--- src/rtl/fetch_pkg.sv ---
// Shared types and widths for the fetch-stage PC controller.
package fetch_pkg;

    localparam int PC_W   = 32;
    localparam int INST_W = 32;

    typedef enum logic [0:0] {
        RUN   = 1'b0,
        DRAIN = 1'b1
    } fetch_state_e;

    typedef struct packed {
        logic [PC_W-1:0]   pc;
        logic [INST_W-1:0] inst;
        logic              pred_taken;
    } fq_entry_t;

endpackage

--- src/rtl/fetch_queue.sv ---
// Small circular FIFO of fetched instructions; clear beats push and pop.
module fetch_queue
    import fetch_pkg::*;
#(
    parameter int DEPTH = 4,
    localparam int AW = $clog2(DEPTH),
    localparam int CW = $clog2(DEPTH + 1)
) (
    input  logic          clk,
    input  logic          rst,
    input  logic          push,
    input  logic          pop,
    input  logic          clear,
    input  fq_entry_t     din,
    output fq_entry_t     dout,
    output logic          full,
    output logic          empty,
    output logic [CW-1:0] count
);

    fq_entry_t     mem [DEPTH];
    logic [AW-1:0] wr_ptr;
    logic [AW-1:0] rd_ptr;
    logic          do_push;
    logic          do_pop;

    assign full    = (count == CW'(DEPTH));
    assign empty   = (count == '0);
    assign do_push = push && !full;
    assign do_pop  = pop && !empty;
    assign dout    = mem[rd_ptr];

    // Storage array; no reset needed since empty entries are never presented.
    always_ff @(posedge clk) begin
        if (do_push && !clear) begin
            mem[wr_ptr] <= din;
        end
    end

    // Pointers and occupancy; pointers wrap naturally as DEPTH is a power of two.
    always_ff @(posedge clk) begin
        if (rst || clear) begin
            wr_ptr <= '0;
            rd_ptr <= '0;
            count  <= '0;
        end else begin
            if (do_push) wr_ptr <= wr_ptr + AW'(1);
            if (do_pop)  rd_ptr <= rd_ptr + AW'(1);
            count <= count + CW'(do_push) - CW'(do_pop);
        end
    end

endmodule

--- src/rtl/fetch_pc_ctrl.sv ---
// Fetch-stage PC owner: one-outstanding I-cache requests, flush redirect, fetch queue.
module fetch_pc_ctrl
    import fetch_pkg::*;
#(
    parameter logic [31:0] RESET_PC = 32'h0000_0000,
    parameter int          FQ_DEPTH = 4
) (
    input  logic        clk,
    input  logic        rst,
    input  logic        memory_stall,
    input  logic [31:0] btb_branchPC,
    input  logic        btb_flush,
    input  logic        btb_taken,
    output logic [31:0] pc_1,
    output logic        icache_req,
    output logic [31:0] icache_addr,
    input  logic        icache_ready,
    input  logic [31:0] icache_rdata,
    output logic        if_valid,
    output logic [31:0] if_inst,
    output logic [31:0] if_pc,
    output logic        if_pred_taken,
    input  logic        id_ready
);

    localparam int CW = $clog2(FQ_DEPTH + 1);

    fetch_state_e  state;
    logic [31:0]   redirect_pc;
    logic          flush_take;
    logic          ack;
    logic          accept;
    logic          pop;
    logic          slot_free;
    logic          start;
    fq_entry_t     fq_din;
    fq_entry_t     fq_head;
    logic          fq_full;
    logic          fq_empty;
    logic [CW-1:0] fq_count;

    // Handshake decode; a new request may only start if the queue will still
    // have room after this cycle's enqueue/dequeue (slot reserved at start).
    always_comb begin
        flush_take = btb_flush && !memory_stall;
        ack        = icache_req && icache_ready;
        accept     = (state == RUN) && ack && !flush_take;
        pop        = if_valid && id_ready;
        if (accept) begin
            slot_free = (fq_count < CW'(FQ_DEPTH - 1)) || pop;
        end else begin
            slot_free = !fq_full || pop;
        end
        start = (state == RUN) && (!icache_req || ack) && !memory_stall
                && !flush_take && slot_free;
        fq_din = '{pc: pc_1, inst: icache_rdata, pred_taken: btb_taken};
    end

    fetch_queue #(.DEPTH(FQ_DEPTH)) u_fq (
        .clk   (clk),
        .rst   (rst),
        .push  (accept),
        .pop   (pop),
        .clear (flush_take),
        .din   (fq_din),
        .dout  (fq_head),
        .full  (fq_full),
        .empty (fq_empty),
        .count (fq_count)
    );

    assign if_valid      = !fq_empty;
    assign if_inst       = if_valid ? fq_head.inst : '0;
    assign if_pc         = if_valid ? fq_head.pc : '0;
    assign if_pred_taken = if_valid && fq_head.pred_taken;

    // PC / request / redirect state machine; an in-flight request is never dropped.
    always_ff @(posedge clk) begin
        if (rst) begin
            state       <= RUN;
            pc_1        <= RESET_PC;
            icache_addr <= RESET_PC;
            icache_req  <= 1'b0;
            redirect_pc <= '0;
        end else begin
            if (icache_req && !icache_ready) begin
                icache_req <= 1'b1;
            end else begin
                icache_req <= start;
            end

            case (state)
                RUN: begin
                    if (flush_take) begin
                        if (icache_req && !icache_ready) begin
                            redirect_pc <= btb_branchPC;
                            state       <= DRAIN;
                        end else begin
                            pc_1        <= btb_branchPC;
                            icache_addr <= btb_branchPC;
                        end
                    end else if (accept) begin
                        pc_1        <= btb_branchPC;
                        icache_addr <= btb_branchPC;
                    end
                end
                DRAIN: begin
                    if (flush_take) begin
                        redirect_pc <= btb_branchPC;
                    end
                    if (icache_ready) begin
                        // A flush landing on the same cycle as the drain ack wins.
                        pc_1        <= flush_take ? btb_branchPC : redirect_pc;
                        icache_addr <= flush_take ? btb_branchPC : redirect_pc;
                        state       <= RUN;
                    end
                end
                default: state <= RUN;
            endcase
        end
    end

endmodule

--- config.mk ---
export PLATFORM = sky130hd
export DESIGN_NAME = fetch_pc_ctrl
export DESIGN_NICKNAME = d
export VERILOG_FILES = /design/src/rtl/fetch_pkg.sv /design/src/rtl/fetch_queue.sv /design/src/rtl/fetch_pc_ctrl.sv
export SDC_FILE = /design/constraint.sdc
export NUM_CORES = 1
export LEC_CHECK = 0
export BUFFER_PORTS_ARGS = -buffer_cell sky130_fd_sc_hd__buf_2
export CORE_ASPECT_RATIO = 1.25
export CORE_MARGIN = 2
export CORE_UTILIZATION = 55
export DETAILED_ROUTE_END_ITERATION = 6
export PLACE_DENSITY = 0.74
export SKIP_CTS_REPAIR_TIMING = 1
export SLEW_MARGIN = 0
export SYNTH_ARGS = -nofsm -noshare
export SYNTH_HDL_FRONTEND = slang
export SYNTH_HIERARCHICAL = 1
export SYNTH_SLANG_ARGS = --single-unit
--- constraint.sdc ---
create_clock -name clk -period 8.5 [get_ports clk]
set_clock_uncertainty 0.1 [all_clocks]
set_input_delay 1.7 -clock clk [delete_from_list [all_inputs] [get_ports clk]]
set_output_delay 1.7 -clock clk [all_outputs]
set_load 0.01 [all_outputs]
After elaboration in Yosys (flattened, before gate mapping):

Memory sizes are Yosys's and may differ from the RTL's. A register that Yosys moved wholly into a read port is not among the register bits.
Cells that the tools add are included.

* flip-flop bits (word level): 73
* memory bits (writable): 260
* input port bits: 71
* output and inout port bits: 131
* logic and storage cells: 68
* memories kept: 1

Memory list
* u_fq.mem: words 4, bits a word 65, read ports 1, clocked after Yosys merged registers in 1, write ports 1, RTL line fetch_queue.sv:21 `fq_entry_t mem [DEPTH];`

* add/subtract/negate cells: 4
* $lt $le $gt $ge: 1
* eq/ne operators: 6
* muxes and demuxes: 21
* bitwise logic cells: 1
* reduce and logical (&&, ||, !) cells: 27

Operators by type and width (number)
* two-way mux 32 bit: 9
* one-hot mux 32 bit (2 select lines): 2
* logical AND 1 bit: 14
* two-way mux 1 bit: 7
* zero test 1 bit: 6
* adder 2 x 1 -> 2 bit (second input constant): 2
* logical OR 1 bit: 4
* two-way mux 2 bit: 2
* inequality test 2 x 1 -> 1 bit (second input constant): 2
* adder 3 x 1 -> 3 bit: 1
* == test 3 bit (second input constant): 1
* zero test 3 bit: 1
* less-than comparator 3 x 2 -> 1 bit (second input constant): 1
* inequality test 3 x 1 -> 1 bit (second input constant): 1
* inequality test 3 bit (second input constant): 1
* AND reduction 3 bit: 1
* subtractor 3 x 1 -> 3 bit: 1
* inequality test 2 bit (second input constant): 1
* one-hot mux 1 bit (2 select lines): 1
* AND reduction 2 bit: 1
* NOT 1 bit: 1

Longest topological paths before layout:

* word-level depth: 8
* mapped depth: 12
* gate-level depth less buffers: 11

Modules after synthesis:

Netlist, hierarchy kept.

By module, submodules not included
* fetch_queue: times used 1, cells each 389, area each 9910.8 µm², seq. area each 7987.7 µm²
* fetch_pc_ctrl: times used 1, cells each 443, area each 3508.4 µm², seq. area each 1321.3 µm²

Worst setup path after synthesis:

No wires, ideal clock.

* path type: input to register
* start: input memory_stall
* end: memory u_fq/mem[0][0] in the netlist's numbering (enable)
* library setup time: 0.581 ns
* arrival time: 7.171 ns
* data required time: 7.819 ns
* path slack: 0.647 ns
* stages: 6
* path buffers: 1
* cells stage by stage: nand2b_4 > inv_1 > nor3_1 > nand2b_1 > buf_4 > nor3b_1

* word-level cells in the longest chain between the ends: 8

Ends and longest elaborated chain
* start: declaration: RTL line fetch_pc_ctrl.sv:10 `input logic memory_stall,`
* zero test 1 bit: RTL line fetch_pc_ctrl.sv:45 `flush_take = btb_flush && !memory_stall;`
* logical AND 1 bit: RTL line fetch_pc_ctrl.sv:45
* via flush_take: RTL line fetch_pc_ctrl.sv:30 `logic flush_take;`
* zero test 1 bit: RTL line fetch_pc_ctrl.sv:47 `accept = (state == RUN) && ack && !flush_take;`
* logical AND 1 bit: RTL line fetch_pc_ctrl.sv:47
* via accept: RTL line fetch_pc_ctrl.sv:32 `logic accept;`
* logical AND 1 bit: RTL line fetch_queue.sv:29 `assign do_push = push && !full;`
* logical AND 1 bit: RTL line fetch_queue.sv:35 `if (do_push && !clear) begin`
* two-way mux 1 bit: RTL line fetch_queue.sv:35
* two-way mux 1 bit (not written as such): RTL line fetch_queue.sv:36 `mem[wr_ptr] <= din;`
* end: declaration: RTL line fetch_queue.sv:21

The timed path passes the listed nets, and every way through them passes these cells.

==> run metrics <==
Sw Ratio 0.206; slew margin rel. 0.207; core box area 0.0239 sq mm; n_diodes 0; status complete, no violations; final wirelength 25.2 mm; reg2reg setup slack 5280 ps; placed cell count 1289; Max Slew Vio Count 0; Post-DP Area 0.0144 sq mm; final setup vio count 0; WP data arrival 3010 ps; sequential area share after synthesis 0.694; WL/cell 18.7 microns; Pre-antenna DRT Iters 5; Net Count, Synth 910; Leak 5.42 nW; Via density 5.40; fmax 208 MHz; clk root buf clkbuf_16; total gr overflow 0; Psw 0.000681 W; # Max-Cap Violations 0; VDD IR-drop max 170 uV; CTS clk-pin slew, worst paths 60 ps; Post-DRT Antenna Nets 0; Initial Util 0.562; Critical Path Start Type flop; Yosys Warn Count 6; Hold WC Path Type flop to flop; sequential share of power 0.551; Vias 7269; Post-Syn Instances 832; initial antenna violation count 0; vias in the first global route 7133; hold path cells 2; fin area 0.0154 sq mm; Num CTS Buffers 30; unique cell type count in the Yosys netlist 33; worst setup path class flop to output pin; All-Layer GR Usage 0.194; WHS 355 ps; Comb power frac 0.048; #FFs+latches synth 335; Cell Rows 63; chip height 179 microns; H-Tree Depth 1; detailed placement HPWL 14.6 mm; buffers added on ports 201; Top Ports 202; R2R cell count 11; Final Hold Vio Count 0; Layout Utilization 0.643; filler instances 1778; Worst Path Required 6700 ps; layout cells sized above 1 0.357; Mapped Area 0.0134 sq mm; RSZ-0062 raised after global routing no; 1st-iter DRT viols 322; minimum clock period after layout 4810 ps; Worst Hold Launch redirect_pc[14]; global-route wire length before repair 37.9 mm; reg2reg start u_fq/count[1]; fin crit share 0.565; CP max FO 47; DRC 0; clock sink count 335; Int Pwr 0.00263 W; pwr/cell area 216 mW/mm^2; nets 1074; Die W 144 microns; Avg Cell Area, Syn 16.1 sq um; Syn-to-layout area delta 14.5%; Bufs on Longest Clock Path 3; largest net degree at the start of global routing 71; worst-skew pair later-pin latency 540 ps; worst r2r dst u_fq/count[2]; clock power share 0.401; worst slew pin tran 1190 ps; CTS tree yes; final non-filler cell total 1345; Hold Path End redirect_pc[14]; GPL Wtd Cong 0.745; DIE AREA 0.0257 sq mm; setup TNS 0 ps; Worst Setup End Kind output pin
-- power groups by stage --
| stage | clock [W] | combinational (W) | sequential [W] |
|---|---|---|---|
| after global placement | 0 | 0.000157 | 0.00186 |
| final | 0.00133 | 0.000158 | 0.00183 |
| after CTS | 0.00136 | 0.000160 | 0.00183 |
| after global routing | 0.00142 | 0.000173 | 0.00183 |
| after floorplan | 0 | 0.000102 | 0.00186 |
| after detailed placement | 0 | 0.000159 | 0.00186 |
-- layout by cell type, fill, tap and decap left out, drive strengths merged, types with 3 or more instances in the layout --
| cell | n |
|---|---|
| inv | 8 |
| nand2b | 3 |
| mux4 | 65 |
| clkinv | 13 |
| a21oi | 36 |
| mux2i | 4 |
| ha | 6 |
| nor2b | 68 |
| nand2 | 135 |
| nor3 | 5 |
| dfxtp | 75 |
| nor3b | 5 |
| nor2 | 35 |
| clkbuf | 40 |
| bufinv | 3 |
| a311oi | 32 |
| edfxtp | 260 |
| buf | 213 |
-- worst max path at each step --
stage	endpoint	startpoint	slack [ps]
floorplan	u_fq/mem[0][0]	memory_stall	650
global placement	u_fq/count[2]	memory_stall	4140
detailed placement	u_fq/count[2]	memory_stall	4060
CTS	if_pc[16]	flop	3580
global route	if_pc[16]	flop	3460
finish	if_pc[16]	flop	3690
-- registers in the layout (all words and copies together), names as in the netlist, named ones only --
signal and flops:
icache_req 1, icache_addr 32, redirect_pc 32, state 1
u_fq/count 3, u_fq/wr_ptr 2, u_fq/mem 260, u_fq/rd_ptr 2
-- cells in the mapped netlist --
cell | number | area share
xnor2_1 | 2 | 0.0013
nand2b_4 | 1 | 0.0010
o311ai_0 | 1 | 0.00065
dfxtp_1 | 75 | 0.11
buf_12 | 5 | 0.0075
a211o_1 | 1 | 0.00065
edfxtp_1 | 260 | 0.58
o31ai_4 | 1 | 0.0016
nor2_1 | 34 | 0.0095
o21a_1 | 1 | 0.00056
a21oi_1 | 36 | 0.013
buf_6 | 6 | 0.0050
buf_2 | 14 | 0.0052
nand2b_1 | 2 | 0.00093
buf_4 | 36 | 0.020
xor2_1 | 1 | 0.00065
o21ai_0 | 1 | 0.00037
nor2b_1 | 68 | 0.032
o21ai_1 | 1 | 0.00037
nor3_1 | 5 | 0.0019
fa_1 | 1 | 0.0015
mux4_2 | 65 | 0.11
ha_1 | 6 | 0.0056
nor3b_1 | 5 | 0.0028
or3_1 | 2 | 0.00093
nor2_2 | 1 | 0.00047
nand2_1 | 135 | 0.038
clkbuf_1 | 20 | 0.0056
a311oi_1 | 4 | 0.0026
a311oi_2 | 28 | 0.031
inv_1 | 8 | 0.0022
and2_1 | 2 | 0.00093
mux2i_1 | 4 | 0.0030
-- layout make-up --
type                       instances  area, sq um  share of cell area
tap                              325          407              0.0265
timing repair buffer             213         1100              0.0714
inverter                           8         30.0             0.00196
clock buffer                      40          830              0.0540
multi-input combinational        408         3530               0.230
clock inverter                    16          151             0.00986
sequential                       335         9320               0.607
-- metrics by stage --
step	power, W	worst slack (ps)
after CTS	0.00335	3580
final	0.00331	3690
after global placement	0.00202	4140
after global routing	0.00342	3460
after detailed placement	0.00202	4060
after floorplan	0.00196	647
-- worst max-delay path: stages, from the launching register on --
cell	delay [ps]
dfxtp_4	600
buf_4	790
mux4_2	610
nor2b_1	180
buf_2	200
-- per-layer routing --
layer	GRT usage	part of all wire	vias up
met1	0.252	0.42	3648
li1	-	-	3397
met3	0.0285	0.049	37
met2	0.340	0.51	187
met5	0	0	-
met4	0.0539	0.020	0
-- logic make-up after synthesis --
group	Yosys count	share of synthesized area
multiplexers	69	0.112
buffers and inverters	89	0.0457
adder cells (fa/ha/maj)	7	0.00709
AO/OA/AOI/OAI	74	0.0516
XOR/XNOR	3	0.00196
flip-flops	335	0.694
AND/OR/NAND/NOR	255	0.0879
(Power assumes the default switching activity.)
